File: src/rtl/disparity_depth_conv_if.sv
// Handshake bundle for the disparity-to-depth converter: the upstream
// disparity strobe (no backpressure) and the downstream valid/ready result.
interface disparity_depth_conv_if #(
  parameter int QW = 16
) ();

  // Upstream: best-match disparity from the comparator tree
  logic [7:0]    d_in;
  logic          d_valid;

  // Downstream: depth result with valid/ready handshake
  logic [QW-1:0] depth;
  logic [7:0]    depth_d;
  logic          depth_sat;
  logic          depth_zero;
  logic          depth_valid;
  logic          depth_ready;

  // Sticky status: a pending disparity was overwritten
  logic          overrun;

  // Environment side: produces disparities, consumes depth results
  modport master (
    output d_in, d_valid, depth_ready,
    input  depth, depth_d, depth_sat, depth_zero, depth_valid, overrun
  );

  // Converter side
  modport slave (
    input  d_in, d_valid, depth_ready,
    output depth, depth_d, depth_sat, depth_zero, depth_valid, overrun
  );

endinterface

File: src/rtl/disparity_depth_conv.sv
// Disparity-to-depth converter: depth = floor(K / d) computed by a bit-serial
// restoring divider (one quotient bit per cycle). A one-entry pending slot
// absorbs disparities that arrive while a conversion is busy or its result is
// still waiting for the consumer; the newest disparity wins on collision.
module disparity_depth_conv #(
  parameter int K_WIDTH = 24,
  parameter int K_VALUE = 245760,
  parameter int QW      = 16
) (
  input  logic                  clk,
  input  logic                  rst_n,
  disparity_depth_conv_if.slave bus
);

  localparam logic [1:0] S_IDLE = 2'd0;
  localparam logic [1:0] S_DIV  = 2'd1;
  localparam logic [1:0] S_DONE = 2'd2;

  localparam int                 CNT_W     = (K_WIDTH > 1) ? $clog2(K_WIDTH) : 1;
  localparam logic [K_WIDTH-1:0] K_CONST   = K_WIDTH'(K_VALUE);
  localparam logic [CNT_W-1:0]   CNT_LAST  = CNT_W'(K_WIDTH - 1);
  localparam logic [CNT_W-1:0]   CNT_ONE   = CNT_W'(1);
  localparam logic [QW-1:0]      DEPTH_MAX = '1;

  // Control state
  logic [1:0]         state_q,      state_d;
  logic [7:0]         pend_disp_q,  pend_disp_d;
  logic               pend_v_q,     pend_v_d;
  logic               overrun_q,    overrun_d;

  // Divider datapath
  logic [8:0]         rem_q,        rem_d;
  logic [K_WIDTH-1:0] dvd_q,        dvd_d;
  logic [7:0]         div_q,        div_d;
  logic [K_WIDTH-1:0] quo_q,        quo_d;
  logic [CNT_W-1:0]   cnt_q,        cnt_d;

  // Result registers
  logic [QW-1:0]      depth_q,      depth_d;
  logic [7:0]         depth_disp_q, depth_disp_d;
  logic               sat_q,        sat_d;
  logic               zero_q,       zero_d;
  logic               valid_q,      valid_d;

  // One divider step
  logic [8:0]         rem_shift;
  logic [8:0]         rem_next;
  logic               q_bit;
  logic [K_WIDTH-1:0] quo_shift;
  logic               quo_overflow;

  // Conversion launch request
  logic               start;
  logic [7:0]         start_disp;

  // One restoring-division iteration: shift in the next dividend bit, subtract if it fits
  always_comb begin
    // The remainder is always below the divisor (< 256), so its top bit is
    // zero and dropping the MSB of the 10-bit shifted value loses nothing.
    rem_shift = 9'({rem_q, dvd_q[K_WIDTH-1]});
    if (rem_shift >= {1'b0, div_q}) begin
      rem_next = rem_shift - {1'b0, div_q};
      q_bit    = 1'b1;
    end else begin
      rem_next = rem_shift;
      q_bit    = 1'b0;
    end
    quo_shift    = K_WIDTH'({quo_q, q_bit});
    quo_overflow = (quo_shift >> QW) != '0;
  end

  // Next-state logic: sequencing, pending-slot capture and conversion launch
  always_comb begin
    // NOTE: every next-state signal first takes its current value so that no
    // path through the case below leaves it unassigned and infers a latch.
    state_d      = state_q;
    pend_disp_d  = pend_disp_q;
    pend_v_d     = pend_v_q;
    overrun_d    = overrun_q;
    rem_d        = rem_q;
    dvd_d        = dvd_q;
    div_d        = div_q;
    quo_d        = quo_q;
    cnt_d        = cnt_q;
    depth_d      = depth_q;
    depth_disp_d = depth_disp_q;
    sat_d        = sat_q;
    zero_d       = zero_q;
    valid_d      = valid_q;
    start        = 1'b0;
    start_disp   = bus.d_in;

    case (state_q)
      S_IDLE: begin
        if (bus.d_valid) begin
          start = 1'b1;
        end
      end

      S_DIV: begin
        rem_d = rem_next;
        dvd_d = {dvd_q[K_WIDTH-2:0], 1'b0};
        quo_d = quo_shift;
        cnt_d = cnt_q + CNT_ONE;
        if (cnt_q == CNT_LAST) begin
          // Last quotient bit just resolved: publish the (possibly saturated) result
          state_d      = S_DONE;
          valid_d      = 1'b1;
          depth_disp_d = div_q;
          zero_d       = 1'b0;
          if (quo_overflow) begin
            depth_d = DEPTH_MAX;
            sat_d   = 1'b1;
          end else begin
            depth_d = quo_shift[QW-1:0];
            sat_d   = 1'b0;
          end
        end
        if (bus.d_valid) begin
          pend_disp_d = bus.d_in;
          pend_v_d    = 1'b1;
          overrun_d   = overrun_q | pend_v_q;
        end
      end

      S_DONE: begin
        if (valid_q && bus.depth_ready) begin
          valid_d = 1'b0;
          state_d = S_IDLE;
          if (pend_v_q) begin
            // Pending entry goes first; a simultaneous strobe refills the slot
            // without counting as an overrun because the slot is being drained.
            start       = 1'b1;
            start_disp  = pend_disp_q;
            pend_v_d    = bus.d_valid;
            if (bus.d_valid) begin
              pend_disp_d = bus.d_in;
            end
          end else if (bus.d_valid) begin
            start = 1'b1;
          end
        end else if (bus.d_valid) begin
          pend_disp_d = bus.d_in;
          pend_v_d    = 1'b1;
          overrun_d   = overrun_q | pend_v_q;
        end
      end

      default: begin
        state_d = S_IDLE;
      end
    endcase

    if (start) begin
      if (start_disp == 8'd0) begin
        // Zero disparity means infinite depth: no division, result is immediate
        state_d      = S_DONE;
        valid_d      = 1'b1;
        depth_d      = DEPTH_MAX;
        depth_disp_d = 8'd0;
        sat_d        = 1'b1;
        zero_d       = 1'b1;
      end else begin
        state_d = S_DIV;
        rem_d   = '0;
        dvd_d   = K_CONST;
        div_d   = start_disp;
        quo_d   = '0;
        cnt_d   = '0;
      end
    end
  end

  // State and datapath registers; reset aborts any conversion and drops the pending slot
  always_ff @(posedge clk or negedge rst_n) begin
    if (!rst_n) begin
      state_q      <= S_IDLE;
      pend_disp_q  <= '0;
      pend_v_q     <= 1'b0;
      overrun_q    <= 1'b0;
      rem_q        <= '0;
      dvd_q        <= '0;
      div_q        <= '0;
      quo_q        <= '0;
      cnt_q        <= '0;
      depth_q      <= '0;
      depth_disp_q <= '0;
      sat_q        <= 1'b0;
      zero_q       <= 1'b0;
      valid_q      <= 1'b0;
    end else begin
      // NOTE: non-blocking assignments so every register samples the values
      // computed from the previous state, independent of statement order.
      state_q      <= state_d;
      pend_disp_q  <= pend_disp_d;
      pend_v_q     <= pend_v_d;
      overrun_q    <= overrun_d;
      rem_q        <= rem_d;
      dvd_q        <= dvd_d;
      div_q        <= div_d;
      quo_q        <= quo_d;
      cnt_q        <= cnt_d;
      depth_q      <= depth_d;
      depth_disp_q <= depth_disp_d;
      sat_q        <= sat_d;
      zero_q       <= zero_d;
      valid_q      <= valid_d;
    end
  end

  assign bus.depth       = depth_q;
  assign bus.depth_d     = depth_disp_q;
  assign bus.depth_sat   = sat_q;
  assign bus.depth_zero  = zero_q;
  assign bus.depth_valid = valid_q;
  assign bus.overrun     = overrun_q;

endmodule

File: src/flat_wrapper.sv
// flat-port wrapper written by rule: the top's interface ports become plain ports
module disparity_depth_conv_flat 
#(
  parameter int K_WIDTH = 24,
  parameter int K_VALUE = 245760,
  parameter int QW      = 16
)
  (clk, rst_n, bus_d_in, bus_d_valid, bus_depth_ready, bus_depth, bus_depth_d, bus_depth_sat, bus_depth_zero, bus_depth_valid, bus_overrun);
  disparity_depth_conv_if #(.QW(QW)) bus_i ();
  input  logic clk;
  input  logic rst_n;
  input wire logic [$bits(bus_i.d_in)-1:0] bus_d_in;
  input wire logic [$bits(bus_i.d_valid)-1:0] bus_d_valid;
  input wire logic [$bits(bus_i.depth_ready)-1:0] bus_depth_ready;
  output wire logic [$bits(bus_i.depth)-1:0] bus_depth;
  output wire logic [$bits(bus_i.depth_d)-1:0] bus_depth_d;
  output wire logic [$bits(bus_i.depth_sat)-1:0] bus_depth_sat;
  output wire logic [$bits(bus_i.depth_zero)-1:0] bus_depth_zero;
  output wire logic [$bits(bus_i.depth_valid)-1:0] bus_depth_valid;
  output wire logic [$bits(bus_i.overrun)-1:0] bus_overrun;
  assign bus_i.d_in = bus_d_in;
  assign bus_i.d_valid = bus_d_valid;
  assign bus_i.depth_ready = bus_depth_ready;
  assign bus_depth = bus_i.depth;
  assign bus_depth_d = bus_i.depth_d;
  assign bus_depth_sat = bus_i.depth_sat;
  assign bus_depth_zero = bus_i.depth_zero;
  assign bus_depth_valid = bus_i.depth_valid;
  assign bus_overrun = bus_i.overrun;
  disparity_depth_conv #(.K_WIDTH(K_WIDTH), .K_VALUE(K_VALUE), .QW(QW)) u_core (.clk(clk), .rst_n(rst_n), .bus(bus_i));
endmodule
File: config.mk
export PLATFORM = sky130hd
export DESIGN_NAME = disparity_depth_conv_flat
export DESIGN_NICKNAME = d
export VERILOG_FILES = /design/src/rtl/disparity_depth_conv_if.sv /design/src/rtl/disparity_depth_conv.sv /design/src/flat_wrapper.sv
export SDC_FILE = /design/constraint.sdc
export NUM_CORES = 1
export LEC_CHECK = 0
export CORE_UTILIZATION = 58
export DETAILED_ROUTE_END_ITERATION = 12
export GPL_TIMING_DRIVEN = 0
export PLACE_DENSITY = 0.92
export SKIP_LAST_GASP = 1
export SYNTH_ARGS = -nofsm -noshare
export SYNTH_HDL_FRONTEND = slang
export SYNTH_SLANG_ARGS = --single-unit
File: constraint.sdc
create_clock -name clk -period 2.3 [get_ports clk]
set_input_delay 0.46 -clock clk [delete_from_list [all_inputs] [get_ports clk]]
set_output_delay 0.46 -clock clk [all_outputs]
set_load 0.03 [all_outputs]
==> out/results.tsv <==
metric	value	unit
CTS H-tree lvls	3	
latest clock arrival within the worst-skew pair	0.37	ns
Initial Utilization	0.6004	
P&R area growth vs syn	17.88	%
commonest non-fill, non-tap cell in the layout	dfrtp_1	
# diodes	0	
setup_tns	0	ns
area post-placement	5480	um^2
Initial DRT Pass Iterations	7	
Synth Warn #	0	
status	finished clean	
final core occ	0.7078	
Netlist Area Pre-Place	4933	um^2
Clock Path Buffers	2	
VDD IR-drop max	0.0007964	V
Final WS setup	0.06497	ns
die footprint	8878	um^2
number of synthesized flops with an enable pin	0	
design area	5816	um^2
Worst-Margin Slew	0.7282	ns
CTS buffer count	9	
Distinct cells, synth	46	
FF+latch count, synth	107	
core area	8217	um^2
max_slew headroom	0.5145	
total chip power	7.147	mW
Tmin final	2.235	ns
fillers	573	
P per Cell Area	1229	nW/um^2
Post-synth ARST share	1.000	
first-pass GRT wire length	17.68	mm
pin count of the biggest net entering global routing	58	
CP arrival	2.52	ns
Post-DP HPWL	7.236	mm
initial drt markers	277	
Synth Area per Inst	10.61	um^2
critical path startpoint category	register	
CP Class	register to register	
crit path max fanout	3	
dpl ws	-0.2819	ns
Primary FF master, synth	dfrtp_1	
clock-pin slew on the worst setup and hold paths	0.10	ns
Worst setup EP type	register	
vias in the first global route	3690	
syn_nets	490	
final slew viol count	0	
f_max	447.4	MHz
Layout Cells excl Fill	635	
Top-Level Pins	40	
IO buf count	39	
Global Route Usage Sum	0.2648	
min-delay worst type	input pin to asynchronous set/reset pin	
Fin. Hold Viols	0	
Root Buffer	clkbuf_8	
Via density	5.816	
initial antenna violation count	0	
hold_buf cts	0	
Mapped Cells	465	
nets	550	
period utilization	0.9718	
layout cells sized above 1	0.1189	
die height	94.23	um
Final setup viols	0	
# DRC	0	
Cells after DPL	610	
post-synthesis sequential area ratio	0.5427	
via count	3693	
Max Cap Viol	0	
WL per Instance	17.28	um
hold slack	0.1373	ns
most frequent cells in the layout	dfrtp_1 (107), nor2_1 (63), mux2i_1 (60)	
CTS tree	done	
RSZ-0062 raised after global routing	yes	
Antenna Nets Post-Route	0	
Cell Rows	33	
# clock sinks	107	
die extent in x	94.23	um
RePlAce Congestion	0.8837	
WP data required	2.58	ns
Static Leak	2.748	nW
global route overflow	0	
wirelength, routed	10.97	mm
worst clock skew	0.007800	ns
report_power, final:
| group | internal [mW] | switching, mW |
|---|---|---|
| registers | 2.33 | 0.348 |
| logic | 1.50 | 1.83 |
| clock network | 0.506 | 0.641 |
worst paths after layout:
check / start / endpoint / slack (ns) / cells after the start
min: rst_n / u_core.bus.depth[8]$_DFF_PN0_ / 0.14 / 1
max: u_core.dvd_q[23]$_DFF_PN0_ / u_core.rem_q[6]$_DFF_PN0_ / 0.06 / 10
max in group asynchronous: rst_n / u_core.rem_q[4]$_DFF_PN0_ / 1.47 / 2
min in group clk: u_core.bus.overrun$_DFFE_PN0P_ / u_core.bus.overrun$_DFFE_PN0P_ / 0.48 / 1
min reg2reg: u_core.bus.overrun$_DFFE_PN0P_ / u_core.bus.overrun$_DFFE_PN0P_ / 0.48 / 1
max reg2reg: u_core.dvd_q[23]$_DFF_PN0_ / u_core.rem_q[6]$_DFF_PN0_ / 0.06 / 10
timing repair:
| action | 4_1_cts | 5_1_grt |
|---|---|---|
| endpoints found under the hold margin | 0 | 0 |
| setup endpoints to repair | 20 | 75 |
| setup buffers | 4 | 5 |
| resized for setup | 0 | 15 |
| pin swaps | 2 | 4 |
synthesized netlist by cell type (all sizes together), types with 9 or more instances:
master  instances  area share
a211oi          9       0.015
a21oi          26       0.027
buf            14       0.014
clkbuf         10      0.0076
dfrtp         107        0.54
ha             12       0.030
inv            13      0.0099
mux2            9       0.021
mux2i          60        0.12
nand2          57       0.043
nand3          20       0.021
nor2           66       0.053
o21ai          11       0.013
layer usage:
| metal | vias up | track usage | part of all wire |
|---|---|---|---|
| li1 | 1721 | - | - |
| met1 | 1834 | 0.3310 | 0.40 |
| met2 | 112 | 0.4487 | 0.53 |
| met3 | 26 | 0.04126 | 0.049 |
| met4 | 0 | 0.1244 | 0.025 |
| met5 | - | 0 | 0 |
area by class of cell:
cell class / instances / area, um^2 / share of cell area
flip-flops and latches: 107 / 2678 / 0.4604
plain buffers: 24 / 110.1 / 0.01893
clock inverters: 4 / 51.30 / 0.008821
multi-input cells: 321 / 2166 / 0.3724
clock buffers: 12 / 135.1 / 0.02324
inverters: 13 / 48.80 / 0.008391
well taps: 105 / 131.4 / 0.02259
repair buffers: 49 / 495.5 / 0.08520
logic make-up (layout without fill, tap and decap cells):
family,Yosys count,in the layout,share of synthesized area
and+or+nand+nor,168,168,0.1512
DFF,107,107,0.5427
muxes,69,69,0.1423
AOI/OAI and AO/OA,62,62,0.08141
buffers and inverters,37,102,0.03196
adders and majority gates,13,13,0.03449
xor gates and xnor gates,9,9,0.01598
sequential cells by signal, summed over array words and instances (netlist names), 2 cells and up:
| name | cells |
|---|---|
| u_core.dvd_q | 24 |
| u_core.quo_q | 23 |
| u_core.bus.depth | 16 |
| u_core.bus.depth_d | 8 |
| u_core.div_q | 8 |
| u_core.pend_disp_q | 8 |
| u_core.rem_q | 8 |
| u_core.cnt_q | 5 |
| u_core.state_q | 2 |
critical path, stage by stage (launching register included):
cell and delay, ns:
dfrtp_1 0.39, inv_1 0.10, ha_2 0.21, inv_1 0.06, fa_1 0.43, a211oi_2 0.21, o21bai_1 0.11, a21oi_1 0.18
xnor2_1 0.13, mux2i_1 0.08, a211oi_1 0.23
Power figures use the tool's default switching activity.
